File: config.mk
export PLATFORM = sky130hd
export DESIGN_NAME = hash_engine
export DESIGN_NICKNAME = d
export VERILOG_FILES = /design/src/rtl/hash_engine.sv
export SDC_FILE = /design/constraint.sdc
export NUM_CORES = 1
export LEC_CHECK = 0
export ABC_CLOCK_PERIOD_IN_PS = 12000
export CORE_UTILIZATION = 55
export CTS_BUF_LIST = sky130_fd_sc_hd__clkbuf_4
export DETAILED_ROUTE_END_ITERATION = 7
export GPL_TIMING_DRIVEN = 0
export PLACE_DENSITY_LB_ADDON = 0.12
export REMOVE_ABC_BUFFERS = 1
export SLEW_MARGIN = 10
export SYNTH_ARGS = -nofsm -noshare
export SYNTH_HDL_FRONTEND = slang
export SYNTH_SLANG_ARGS = --single-unit
File: constraint.sdc
create_clock -name clk -period 12 [get_ports clk]
set_input_delay 2.4 -clock clk [delete_from_list [all_inputs] [get_ports clk]]
set_output_delay 2.4 -clock clk [all_outputs]
set_load 0.05 [all_outputs]
File: src/rtl/hash_engine.sv
// Iterative hash engine: absorbs W-bit message bytes over valid/ready and applies
// NUM_ROUNDS rounds per byte, one per clock; the final 4W-bit state is the digest.
module hash_engine #(
  parameter int               W          = 8,
  parameter int               NUM_ROUNDS = 8,
  parameter logic [4*W-1:0]   IV         = 'h6745_2301
) (
  input  logic           clk,
  input  logic           reset,
  input  logic           clear,
  input  logic           in_valid,
  output logic           in_ready,
  input  logic [W-1:0]   in_data,
  input  logic           in_last,
  output logic           out_valid,
  input  logic           out_ready,
  output logic [4*W-1:0] out_digest
);
  localparam int            RW     = (NUM_ROUNDS > 1) ? $clog2(NUM_ROUNDS) : 1;
  localparam logic [RW-1:0] R_LAST = RW'(NUM_ROUNDS - 1);

  typedef enum logic [1:0] {IDLE, ROUND, DONE} fsm_t;

  fsm_t                fsm;
  logic [3:0][W-1:0]   lanes;      // {d,c,b,a}, a in lane 0
  logic [3:0][W-1:0]   lanes_nxt;
  logic [RW-1:0]       rnd;
  logic [W-1:0]        msg;
  logic                last;

  // Round function for the current round index applied to the latched byte.
  always_comb begin
    logic [W-1:0]   a, b, c, d, mix, t;
    logic [2*W-1:0] rot;
    int             k, sh;
    a   = lanes[0];
    b   = lanes[1];
    c   = lanes[2];
    d   = lanes[3];
    k   = int'(rnd) % 8;
    sh  = int'(rnd) % W;
    case (k)
      0, 1, 2: mix = (c & b) | (~b & d);
      3, 4:    mix = (c & b) | (b & d) | (c & d);
      default: mix = c ^ b ^ d;
    endcase
    t   = mix + a + msg;
    // Upper half of the doubled word shifted left is the left rotation by sh.
    rot = {t, t} << sh;
    lanes_nxt = {c, b, rot[2*W-1:W], d};
  end

  always_ff @(posedge clk or posedge reset) begin
    if (reset) begin
      fsm   <= IDLE;
      lanes <= IV;
      rnd   <= '0;
      msg   <= '0;
      last  <= 1'b0;
    end else if (clear) begin
      fsm   <= IDLE;
      lanes <= IV;
      rnd   <= '0;
    end else begin
      case (fsm)
        IDLE: if (in_valid) begin
          msg  <= in_data;
          last <= in_last;
          rnd  <= '0;
          fsm  <= ROUND;
        end
        ROUND: begin
          lanes <= lanes_nxt;
          if (rnd == R_LAST) begin
            rnd <= '0;
            fsm <= last ? DONE : IDLE;
          end else begin
            rnd <= rnd + 1'b1;
          end
        end
        DONE: if (out_ready) begin
          lanes <= IV;
          fsm   <= IDLE;
        end
        default: fsm <= IDLE;
      endcase
    end
  end

  assign in_ready   = (fsm == IDLE);
  assign out_valid  = (fsm == DONE);
  assign out_digest = lanes;

endmodule

* Yosys cells after proc, flatten, opt, wreduce, memory -nomap -nowiden
Cells that the tools add are included.
Storage, ports and cells: register bits 46, bits of input ports 14, output and inout bits 34, logic and storage cells 57
Operators by class: add/sub/neg operators 3, eq/ne operators 10, shift-type cells 1, muxes and demuxes 14, bitwise gates (word level) 11, reductions and logical operators 10
Operators by type and width (count):
- $mux 32 | 2
- $pmux 32 s2 | 1
- $and 8x8->8 | 4
- $logic_not 32->1 | 1
- $or 8x8->8 | 3
- $add 8x8->8 | 2
- $pmux 8 s2 | 1
- $shl 16x3->16 | 1
- $xor 8x8->8 | 2
- $mux 2 | 5
- $mux 3 | 3
- $not 8->8 | 1
- $eq 3x2->1 const B | 2
- $eq 3x3->1 const B | 2
- $ne 3x3->1 const B | 2
- $pmux 2 s3 | 1
- $pmux 3 s2 | 1
- $reduce_and 3->1 | 2
- $reduce_bool 3->1 | 2
- $reduce_and 2->1 | 2
- $add 3x1->3 const B | 1
- $eq 3x1->1 const B | 1
- $ne 3x2->1 const B | 1
- $reduce_or 3->1 | 1
- 5 further kinds | 5

* Depth between registers and ports, before layout
depth after elaboration 9, mapped depth 17, mapped depth without buffers 16

* Least setup slack after synthesis
No wires, ideal clock.
path type reg-to-reg, from register lanes (netlist bit out_digest[9]), to register lanes (netlist bit out_digest[13]), setup time 78 ps, arrival 4010 ps, required time 11922 ps, setup slack 7912 ps, cell stages (with the launch flop) 14, path buffers 0, period minus slack after synthesis 4088 ps, path through dfstp_2 inv_1 fa_1 o221a_2 fa_1 inv_1 ha_1 fa_1 a21o_1 a211o_1 and2_0 mux4_2 a21oi_1 nand2_1
Between the ends: cells in the longest elaborated chain, start to end 9, elaborated cells on any way between the ends 15, those cells by class 2 x add/sub; 1 x shift; 3 x mux; 9 x bitwise
Ends and longest elaborated chain:
- start: declaration | line 25 | logic [3:0][W-1:0] lanes;
- start signal: assignment | line 73 | lanes <= lanes_nxt;
- $and 8x8->8 (tied with other cells) | line 43, 44
- $or 8x8->8 / $and 8x8->8 (equally long branches) | line 44, 43
- $or 8x8->8 (on tied branches) | line 44, 43
- $pmux 8 s2 (*) | line 42 | case (k)
- $add 8x8->8 (*) (2 in a row) | line 47 | t = mix + a + msg;
- $shl 16x3->16 (*) | line 49 | rot = {t, t} << sh;
- $pmux 32 s2 (*) | line 65 | case (fsm)
- $mux 32 (*) | line 60 | end else if (clear) begin
Every way passes the cells marked *; elsewhere a longest branch is shown, timed or not. A chain may end at the register's enable or synchronous reset.

* Final worst setup path
from register rnd[1], to register lanes (netlist bit out_digest[10])
Between the ends: cells in the longest elaborated chain, start to end 8, elaborated cells on any way between the ends 13, those cells by class 2 x add/sub; 4 x eq/ne; 1 x shift; 3 x mux; 3 x reduce/logical
Ends and longest elaborated chain:
- start: declaration | line 27 | logic [RW-1:0] rnd;
- start signal: assignment | line 78 | rnd <= rnd + 1'b1;
- $logic_not 32->1 (tied with other cells) | line 42
- $reduce_or 3->1 / $reduce_or 2->1 (equally long branches) | line 42
- $pmux 8 s2 | line 42
- $add 8x8->8 (2 in a row) | line 47
- $shl 16x3->16 (*) | line 49
- $pmux 32 s2 (*) | line 65
- $mux 32 (*) | line 60
Marked as above.

==> metrics.md <==
| Metric | Value |
|---|---|
| Post-synth top area cell | `dfrtp_1` |
| Crit. End Element | `flop` |
| WHS Path Cells | `2` |
| Root Driver | `clkbuf_4` |
| # fillers | `467` |
| Period utilization | `42.4%` |
| Starting Density | `57.1%` |
| Drt initial violations | `90` |
| Final min period | `5.09 ns` |
| Die Span Y | `77.4 um` |
| Worst Hold Class | `reg -> reg` |
| Pwr Density | `162 nW/um^2` |
| Area delta synth->final | `19.9%` |
| Register area share after synthesis | `37.3%` |
| Via count | `2581` |
| Maximum buffer depth of the clock tree | `2` |
| Core box area | `5470 sq um` |
| Number of clock sinks | `46` |
| CTS Hold Bufs | `0` |
| Die ar. | `5980 sq um` |
| Synth Area per Inst | `9.85 sq um` |
| CP Max Fanout | `15` |
| DIE WIDTH | `77.4 um` |
| Clk_lat worst skew | `0.38 ns` |
| Layout cells sized above 1 | `12.2%` |
| Synth cell count leaders | `dfrtp_1 (34), inv_1 (31), nand2_1 (30), nor2_1 (25), fa_1 (16)` |
| Share of the synthesized area in the top cell type | `27.2%` |
| Crit path DAT | `5.33 ns` |
| Post-cts resize count | `0` |
| Total CTS buffers | `5` |
| Hold Startpoint | `out_digest[0]$_DFFE_PP1P_` |
| CTS clk-pin slew, worst paths | `0.14 ns` |
| H-tree lvl count | `2` |
| Max Cap Viol | `0` |
| Reg2reg path depth | `15` |
| Netlist cell types | `54` |
| Buffers on Ports | `47` |
| Status | `completed` |
| # rows | `27` |
| Number of global-route vias before repair | `2490` |
| EDFF count, synth | `0` |
| CTS tree | `built` |
| Reg2reg end | `out_digest[10]$_DFFE_PP0P_` |
| Maximum number of pins on one net before global-route repair | `25` |
| Synth top area cells | `dfrtp_1 (27%), fa_1 (10%), dfstp_2 (10%)` |
| Main synth FF type | `dfrtp_1` |
| WL/cell | `16.9 um` |
| P_leak | `1.60 nW` |
| Crit Path Category | `reg -> reg` |
| Antenna violations before repair | `0` |
| Slew margin rel. | `38.4%` |
| Grt ovf | `0` |
| Worst R2R Setup Slack | `6.91 ns` |
| Async S/R FF share, synth | `100%` |
| # diodes | `0` |
| Worst r2r src | `rnd[1]$_DFFE_PP0P_` |
| Final #Nets | `401` |
| Number of synthesized register bits | `46` |
| Critical path launch point type | `flop` |
| Hold Violations, Final | `0` |
| CP Data Required Time | `12.24 ns` |
| Final setup vio count | `0` |
| Setup_tns | `0 ns` |
| Hold path endpoint | `out_digest[0]$_DFFE_PP1P_` |
| Global-route wire length before repair | `12300 um` |
| Drt total wl | `7300 um` |
| I/O pins | `48` |
| Worst VDD drop | `0.0000895 V` |
| Setup Skew | `0.0184 ns` |
| Mapped Area | `3120 sq um` |
| DR vias/cell | `5.96` |
| Pins Over Slew Limit | `0` |
| Most frequent cell after synthesis | `dfrtp_1` |
| Post-CTS Setup Bufs | `0` |
| Mapped Cells | `317` |
| RSZ-0062 raised after global routing | `false` |
| Crit path launch | `rnd[1]$_DFFE_PP0P_` |
| Routed Antenna Nets | `0` |
| DRT Pass-1 Iters | `4` |
| Total Routing Usage GR | `26.9%` |
| Util after Layout | `68.4%` |
| YS warnings | `0` |
| Placer Congestion | `0.883` |
| DRC errors left | `0` |
| Final HPWL from detailed placement | `5530 um` |
| Max Freq | `197 MHz` |
| Actual slew at the worst max-slew pin | `0.919 ns` |
[worst max path at each step]
stage	end	cells after the start
after global placement	out_digest[11]$_DFFE_PP0P_	4
after detailed placement	out_digest[10]$_DFFE_PP0P_	15
after floorplan	out_digest[13]$_DFFE_PP1P_	15
after global routing	out_digest[10]$_DFFE_PP0P_	15
final	out_digest[10]$_DFFE_PP0P_	15
after CTS	out_digest[10]$_DFFE_PP0P_	15
[metal layers]
metal,track usage (%),wire length [um],vias up
met1,37.7,3360,1258
met5,0,0,-
li1,-,-,1233
met2,42.6,3430,86
met3,4.35,444,4
met4,9.06,63,0
[state kept, by name (all words and copies together) (netlist names)]
signal,cells
fsm,2
last,1
msg,8
out_digest,32
rnd,3
[power by group]
group          internal (mW)  leakage, nW  switching, mW
combinational          0.135         1.00          0.195
clock                 0.0235       0.0278         0.0550
sequential             0.176        0.573         0.0205
[final cells by class]
| type | instances | area, sq um | share of cell area [%] |
|---|---|---|---|
| sequential | 46 | 1170 | 31.1 |
| timing repair buffer | 49 | 513 | 13.7 |
| clock buffer | 5 | 37.5 | 1.00 |
| inverter | 33 | 124 | 3.31 |
| tap | 72 | 90.1 | 2.41 |
| clock inverter | 3 | 23.8 | 0.635 |
| multi-input combinational | 225 | 1790 | 47.8 |
[critical path, cell delays in order (launching register included)]
cell and delay, ns:
dfrtp_1 0.68, clkinv_1 0.39, ha_1 0.30, nor3_1 0.25, o21ai_1 0.28, o221a_2 0.38
fa_1 0.48, inv_1 0.05, ha_1 0.24, fa_1 0.43, a211o_1 0.31, o211ai_1 0.21
o2bb2ai_1 0.43, a31oi_1 0.21, nand4_1 0.19, o221ai_2 0.10
[kinds of logic (layout without fill, tap and decap cells)]
| family | Yosys count | after routing | share of synthesized area [%] |
|---|---|---|---|
| buffers and inverters | 46 | 90 | 5.85 |
| XOR/XNOR | 3 | 3 | 0.841 |
| multiplexers | 13 | 13 | 6.09 |
| adder cells (fa/ha/maj) | 27 | 27 | 14.7 |
| AO/OA/AOI/OAI | 84 | 84 | 19.9 |
| AND/OR/NAND/NOR | 98 | 98 | 15.3 |
| flip-flops | 46 | 46 | 37.3 |
[cell usage in the layout (no fill, tap or decap), types with 3 or more instances in the layout]
master / Yosys / final
clkbuf_4: 0 / 5
fa_1: 16 / 16
dfrtp_1: 34 / 34
nor3_1: 8 / 8
nand2_1: 30 / 30
a22oi_1: 13 / 13
nor2b_1: 5 / 4
o211ai_1: 3 / 3
a211oi_1: 5 / 4
ha_1: 11 / 11
o22ai_1: 7 / 7
mux2_2: 8 / 8
inv_1: 31 / 30
o21ai_0: 15 / 15
o21ai_1: 3 / 3
a21o_1: 3 / 3
nand3_1: 9 / 9
a211o_1: 5 / 5
nor2_1: 25 / 25
mux4_2: 3 / 3
nand4_1: 6 / 6
a22o_1: 3 / 3
nand2b_1: 3 / 3
o221ai_1: 6 / 6
a32oi_1: 5 / 5
a21oi_1: 5 / 5
dfstp_2: 12 / 12
clkdlybuf4s50_1: 0 / 47
[stage by stage]
stage	cells	cell area (sq um)	setup WS [ns]	hold slack, ns	total power [mW]
after floorplan	304	3060	7.71	0.481	0.436
after global placement	423	3620	6.35	0.497	0.516
after detailed placement	425	3680	6.99	0.499	0.526
after CTS	433	3740	6.96	0.526	0.607
after global routing	433	3740	6.54	0.564	0.648
final	433	3740	6.91	0.521	0.605
Power figures use the tool's default switching activity.
